$ cat src/rtl/restoring_div_ctrl.sv
// Multi-cycle unsigned restoring divider: IDLE -> RUN (WIDTH iterations) -> DONE.
// Optional macro DIV_ZERO_DETECT_EN: a zero divisor skips RUN and raises dbz.
module restoring_div_ctrl #(
  parameter int unsigned WIDTH = 16
) (
  input  logic             clk,
  input  logic             rst,
  input  logic             start,
  input  logic [WIDTH-1:0] dividend,
  input  logic [WIDTH-1:0] divisor,
  output logic             busy,
  output logic             done,
  output logic             dbz,
  output logic [WIDTH-1:0] quotient,
  output logic [WIDTH-1:0] remainder
);

  localparam int unsigned CW = $clog2(WIDTH + 1);

  typedef enum logic [1:0] {IDLE, RUN, DONE} state_t;

  state_t           state, state_nxt;
  logic [WIDTH:0]   a;
  logic [WIDTH-1:0] q;
  logic [WIDTH-1:0] m;
  logic [CW-1:0]    cnt;
  logic [WIDTH:0]   a_shift;
  logic [WIDTH:0]   a_diff;
  logic             zero_div;

`ifdef DIV_ZERO_DETECT_EN
  assign zero_div = (divisor == '0);
`else
  assign zero_div = 1'b0;
  assign dbz      = 1'b0;
`endif

  assign busy = (state != IDLE);

  // A always stays below M, so the shifted value fits in WIDTH+1 bits and the
  // MSB of the difference is the restore decision.
  always_comb begin
    a_shift = {a[WIDTH-1:0], q[WIDTH-1]};
    a_diff  = a_shift - {1'b0, m};
  end

  always_comb begin
    state_nxt = state;
    case (state)
      IDLE: if (start) state_nxt = zero_div ? DONE : RUN;
      RUN:  if (cnt == CW'(1)) state_nxt = DONE;
      DONE: state_nxt = IDLE;
      default: state_nxt = IDLE;
    endcase
  end

  always_ff @(posedge clk) begin
    if (rst) begin
      state     <= IDLE;
      a         <= '0;
      q         <= '0;
      m         <= '0;
      cnt       <= '0;
      done      <= 1'b0;
      quotient  <= '0;
      remainder <= '0;
`ifdef DIV_ZERO_DETECT_EN
      dbz       <= 1'b0;
`endif
    end else begin
      state <= state_nxt;
      done  <= 1'b0;
      case (state)
        IDLE: begin
          if (start) begin
            a   <= '0;
            q   <= dividend;
            m   <= divisor;
            cnt <= CW'(WIDTH);
          end
        end
        RUN: begin
          if (a_diff[WIDTH]) begin
            a <= a_shift;
            q <= {q[WIDTH-2:0], 1'b0};
          end else begin
            a <= a_diff;
            q <= {q[WIDTH-2:0], 1'b1};
          end
          cnt <= cnt - 1'b1;
        end
        DONE: begin
          done <= 1'b1;
`ifdef DIV_ZERO_DETECT_EN
          // On the skipped path Q still holds the untouched dividend.
          if (m == '0) begin
            quotient  <= '1;
            remainder <= q;
            dbz       <= 1'b1;
          end else begin
            quotient  <= q;
            remainder <= a[WIDTH-1:0];
            dbz       <= 1'b0;
          end
`else
          quotient  <= q;
          remainder <= a[WIDTH-1:0];
`endif
        end
        default: ;
      endcase
    end
  end

endmodule

$ cat config.mk
export PLATFORM = sky130hd
export DESIGN_NAME = restoring_div_ctrl
export DESIGN_NICKNAME = d
export VERILOG_FILES = /design/src/rtl/restoring_div_ctrl.sv
export SDC_FILE = /design/constraint.sdc
export NUM_CORES = 1
export LEC_CHECK = 0
export ABC_AREA = 1
export CORE_MARGIN = 3
export CORE_UTILIZATION = 54
export CTS_BUF_LIST = sky130_fd_sc_hd__clkbuf_4 sky130_fd_sc_hd__clkbuf_8 sky130_fd_sc_hd__clkbuf_16
export DETAILED_ROUTE_END_ITERATION = 6
export GPL_ROUTABILITY_DRIVEN = 0
export PLACE_DENSITY = 0.91
export SLEW_MARGIN = 20
export SYNTH_ARGS = -nofsm -noshare
export SYNTH_HDL_FRONTEND = slang
export SYNTH_SLANG_ARGS = --single-unit
$ cat constraint.sdc
create_clock -name clk -period 2.7 [get_ports clk]
set_input_delay 0.54 -clock clk [delete_from_list [all_inputs] [get_ports clk]]
set_output_delay 0.54 -clock clk [all_outputs]
set_load 0.03 [all_outputs]
* Word-level counts from Yosys, hierarchy flattened
Cells that the tools add are included.
Storage, ports and cells: bits in registers 88, input bits 35, output and inout bits 35
Cells by class: $add $sub $neg 2, eq/ne operators 5, multiplexer cells 12, reductions and logical operators 6
Operators by type and width (count):
- $pmux W16 S2 | 2
- $mux W16 | 3
- $sub A17 B16 Y17 | 1
- $pmux W5 S2 | 1
- $reduce_and A2 Y1 | 3
- $eq A5 B1 Y1 const B | 1
- $mux W5 | 1
- $sub A5 B1 Y5 const B | 1
- $mux W2 | 2
- $ne A2 B2 Y1 const B | 2
- $pmux W2 S2 | 1
- $reduce_bool A2 Y1 | 2
- $eq A2 B1 Y1 const B | 1
- $eq A2 B2 Y1 const B | 1
- $logic_not A2 Y1 | 1
- $mux W1 | 2

* Logic depth before layout (Yosys ltp)
depth after elaboration 3, gate-level depth with buffers 16, depth with buffers taken out 15

* Least setup slack after synthesis
No wires, ideal clock.
kind register to register, from reg q[15], to reg a[12], arrival 1.892 ns, setup slack 0.688 ns, stages on the path, launching flop included 16, path buffers 1, period minus slack after synthesis 2.012 ns, path through dfxtp_1 inv_1 ha_1 inv_1 fa_1 nand2_1 nand2_1 nand3_2 nand2_2 nand2_2 nand2_2 nand2_4 nand2_4 buf_6 o211ai_1 nand2_1
Between the ends: cells in the longest elaborated chain, start to end 3
Ends and longest elaborated chain:
- from (decl) | line 24 | logic [WIDTH-1:0] q;
- from (signal assigned) | line 77 | q <= dividend;
- from (signal assigned) | line 85 | q <= {q[WIDTH-2:0], 1'b0};
- from (signal assigned) | line 88 | q <= {q[WIDTH-2:0], 1'b1};
- $sub A17 B16 Y17 | line 44 | a_diff = a_shift - {1'b0, m};
- $mux W16 | line 83 | if (a_diff[WIDTH]) begin
- $pmux W16 S2 | line 73 | case (state)
- to (signal assigned) | line 84 | a <= a_shift;
- to (signal assigned) | line 87 | a <= a_diff;
- to (decl) | line 23 | logic [WIDTH:0] a;
Every way passes these cells. A chain may end at the register's enable or synchronous reset.

* Final worst setup path
from reg q[15], to reg a[6]
Same word-level chain as after synthesis.

==> reports/results.txt <==
RSZ-0062 raised after global routing: no
Critical Path Max Stage Delay: 0.42 ns
DP HPWL: 7970 um
clk root buf: clkbuf_8
syn_area_per_cell: 7.14 sq um
fin nets: 732
die area: 9240 sq um
Avg WL per Cell: 14.1 um
Fillers: 619
max-slew violation count: 0
slowest CP cell: fa_1
register area share after synthesis: 0.402
Yosys warning total: 0
initial antenna violation count: 0
via-per-instance ratio: 5.52
Slew HR: 0.606
worst hold slack: 0.457 ns
PnR worst setup slack: 0.244 ns
Final Skew: 0.00883 ns
layout cells sized above 1: 0.0820
final core utilization: 0.692
Startpoint Class: flip-flop
placed cell areas: 5160 sq um
CTS tree: built
Worst-path clk slew: 0.09 ns
Post-Syn Instances: 614
crit path max fanout: 9
CTS buffer count: 9
status: complete, no violations
synth unique cells: 37
first-pass GRT wire length: 18100 um
Yosys top cell by area: dfxtp_1
Worst Reg-to-Reg Cells: 15
PwrDens: 1090 nW/um^2
post_cts resized: 0
All-Layer GR Usage: 0.246
#FFs+latches synth: 88
Die Y: 96.1 um
EDFF count, synth: 0
worst-skew pair later-pin latency: 0.36 ns
cell mode on critical path: nand2_2
Die X: 96.1 um
cts hold-fix bufs: 0
Final setup viols: 0
VDD IR-drop max: 0.000603 V
Leak Pwr: 0.00233 uW
commonest non-fill, non-tap cells in the layout: nand2_1 (117), dfxtp_1 (88), inv_1 (75)
Data required, critical path: 2.99 ns
Layout area overhead: 23.1%
top cell type's share of synthesized area: 0.402
Setup Fix Bufs, Post-CTS: 0
commonest non-fill, non-tap cell in the layout: nand2_1
core area: 7810 sq um
r2r endpoint: a[6]
Critical Path AT: 2.75 ns
Slew @ Worst Pin: 0.591 ns
Hold Crit Start: m[14]
Fin Setup TNS: 0 ns
Final ANT Viol Nets: 0
FF-to-FF Start: q[15]
Clock Tree Buf Depth: 2
CTS HTree Levels: 3
row count: 32
flop2flop setup slack: 0.24 ns
final hold vios: 0
hold path endpoint: m[14]
Port Buffers: 68
critical path cell sequence: inv_1 > ha_1 > inv_1 > fa_1 > nand2_1 > nand2_1 > nand3_2 > nand2_2 > nand2_2 > nand2_2 > nand2_2 > nand2_4 > nand2_1 > nand3_1 > a21oi_1
Final Cycle Share: 0.910
top_reg_cell synth: dfxtp_1
critical path type: reg2reg
largest net degree at the start of global routing: 35
Worst Hold Class: reg2reg
async set or reset register ratio after synthesis: 0
Initial DRT Pass Iterations: 5
# DRC: 0
I/O pin cnt: 70
Worst setup EP type: flip-flop
Tmin final: 2.46 ns
Synth area leaders: dfxtp_1 (40%), nand2_1 (10%), o21ai_0 (6.6%), inv_1 (6.4%), a21oi_1 (6.4%)
clk sink count: 88
gr ovfl total: 0
DR vias: 4332
max cap viols: 0
FMAX: 407 MHz
hold path cells: 2
vias in the first global route: 4102
cell area after layout: 5400 sq um
DR iter-0 viols: 368
Starting Density: 0.562
total nets after synthesis: 668
diode count: 0
Post-Syn Area: 4390 sq um
WL final: 11100 um
DP Worst Slack: 0.421 ns
-- critical path, delay by kind of cell, from the launching register on --
kind	cells	cell delay [ns]
AND/OR/NAND/NOR	10	1.12
AO/OA/AOI/OAI	1	0.17
buffers and inverters	2	0.20
adder cells (fa/ha/maj)	2	0.59
flip-flops	1	0.31
-- power breakdown --
part,leakage [uW],internal [uW],switching (uW)
clock,0.000118,580,494
combinational,0.00149,1090,2070
sequential,0.000717,1480,172
-- cell type report --
| cell class | instances | area, sq um | area share |
|---|---|---|---|
| Clock inverter | 5 | 87.6 | 0.0162 |
| Clock buffer | 11 | 151 | 0.0280 |
| Timing Repair Buffer | 78 | 756 | 0.140 |
| Multi-Input combinational cell | 420 | 2210 | 0.410 |
| Tap cell | 102 | 128 | 0.0236 |
| Sequential cell | 88 | 1760 | 0.326 |
| Inverter | 81 | 304 | 0.0563 |
-- state kept, by name (all words and copies together), names as in the netlist --
name,flops
q,16
state,2
m,16
done,1
remainder,16
quotient,16
a,16
cnt,5
-- cells by family (layout without fill, tap and decap cells) --
| logic type | count (synthesis) | after routing | share of synthesized area |
|---|---|---|---|
| AO/OA/AOI/OAI | 151 | 151 | 0.192 |
| buffers and inverters | 106 | 175 | 0.0944 |
| other | 1 | 1 | 0.000855 |
| flip-flops | 88 | 88 | 0.402 |
| XOR/XNOR | 3 | 3 | 0.00599 |
| adder cells (fa/ha/maj) | 19 | 19 | 0.0559 |
| AND/OR/NAND/NOR | 246 | 246 | 0.250 |
-- per-layer routing --
layer / GRT usage / part of all wire / up-vias
met2: 0.423 / 0.48 / 197
met5: 0 / 0 / -
met4: 0.102 / 0.019 / 0
met1: 0.302 / 0.42 / 1976
met3: 0.0438 / 0.078 / 26
li1: - / - / 2133
-- worst max-delay path by stage --
| stage | startpoint | end | slack [ns] |
|---|---|---|---|
| 6_report | q[15] | a[6] | 0.24 |
| 3_3_place_gp | q[15] | a[7] | 0.47 |
| 4_1_cts | q[15] | a[6] | 0.28 |
| 5_1_grt | q[15] | a[6] | 0.07 |
| 2_1_floorplan | q[15] | a[12] | 0.69 |
| 3_5_place_dp | q[15] | a[5] | 0.42 |
-- Yosys cell counts (all sizes together) (3+ instances only) --
master,number
a211oi,3
a21oi,61
a22oi,13
buf,6
clkbuf,19
dfxtp,88
ha,18
inv,81
nand2,126
nand3,46
nand3b,4
nand4,4
nor2,61
nor3,3
o211ai,4
o21ai,65
o22ai,3
-- metrics by stage --
stage / std cells / power (uW)
after global placement: 769 / 4580
after CTS: 785 / 5810
after detailed placement: 769 / 4720
final: 785 / 5890
after global routing: 785 / 6330
after floorplan: 614 / 4050
No activity file was read; power rests on OpenSTA's default activity.
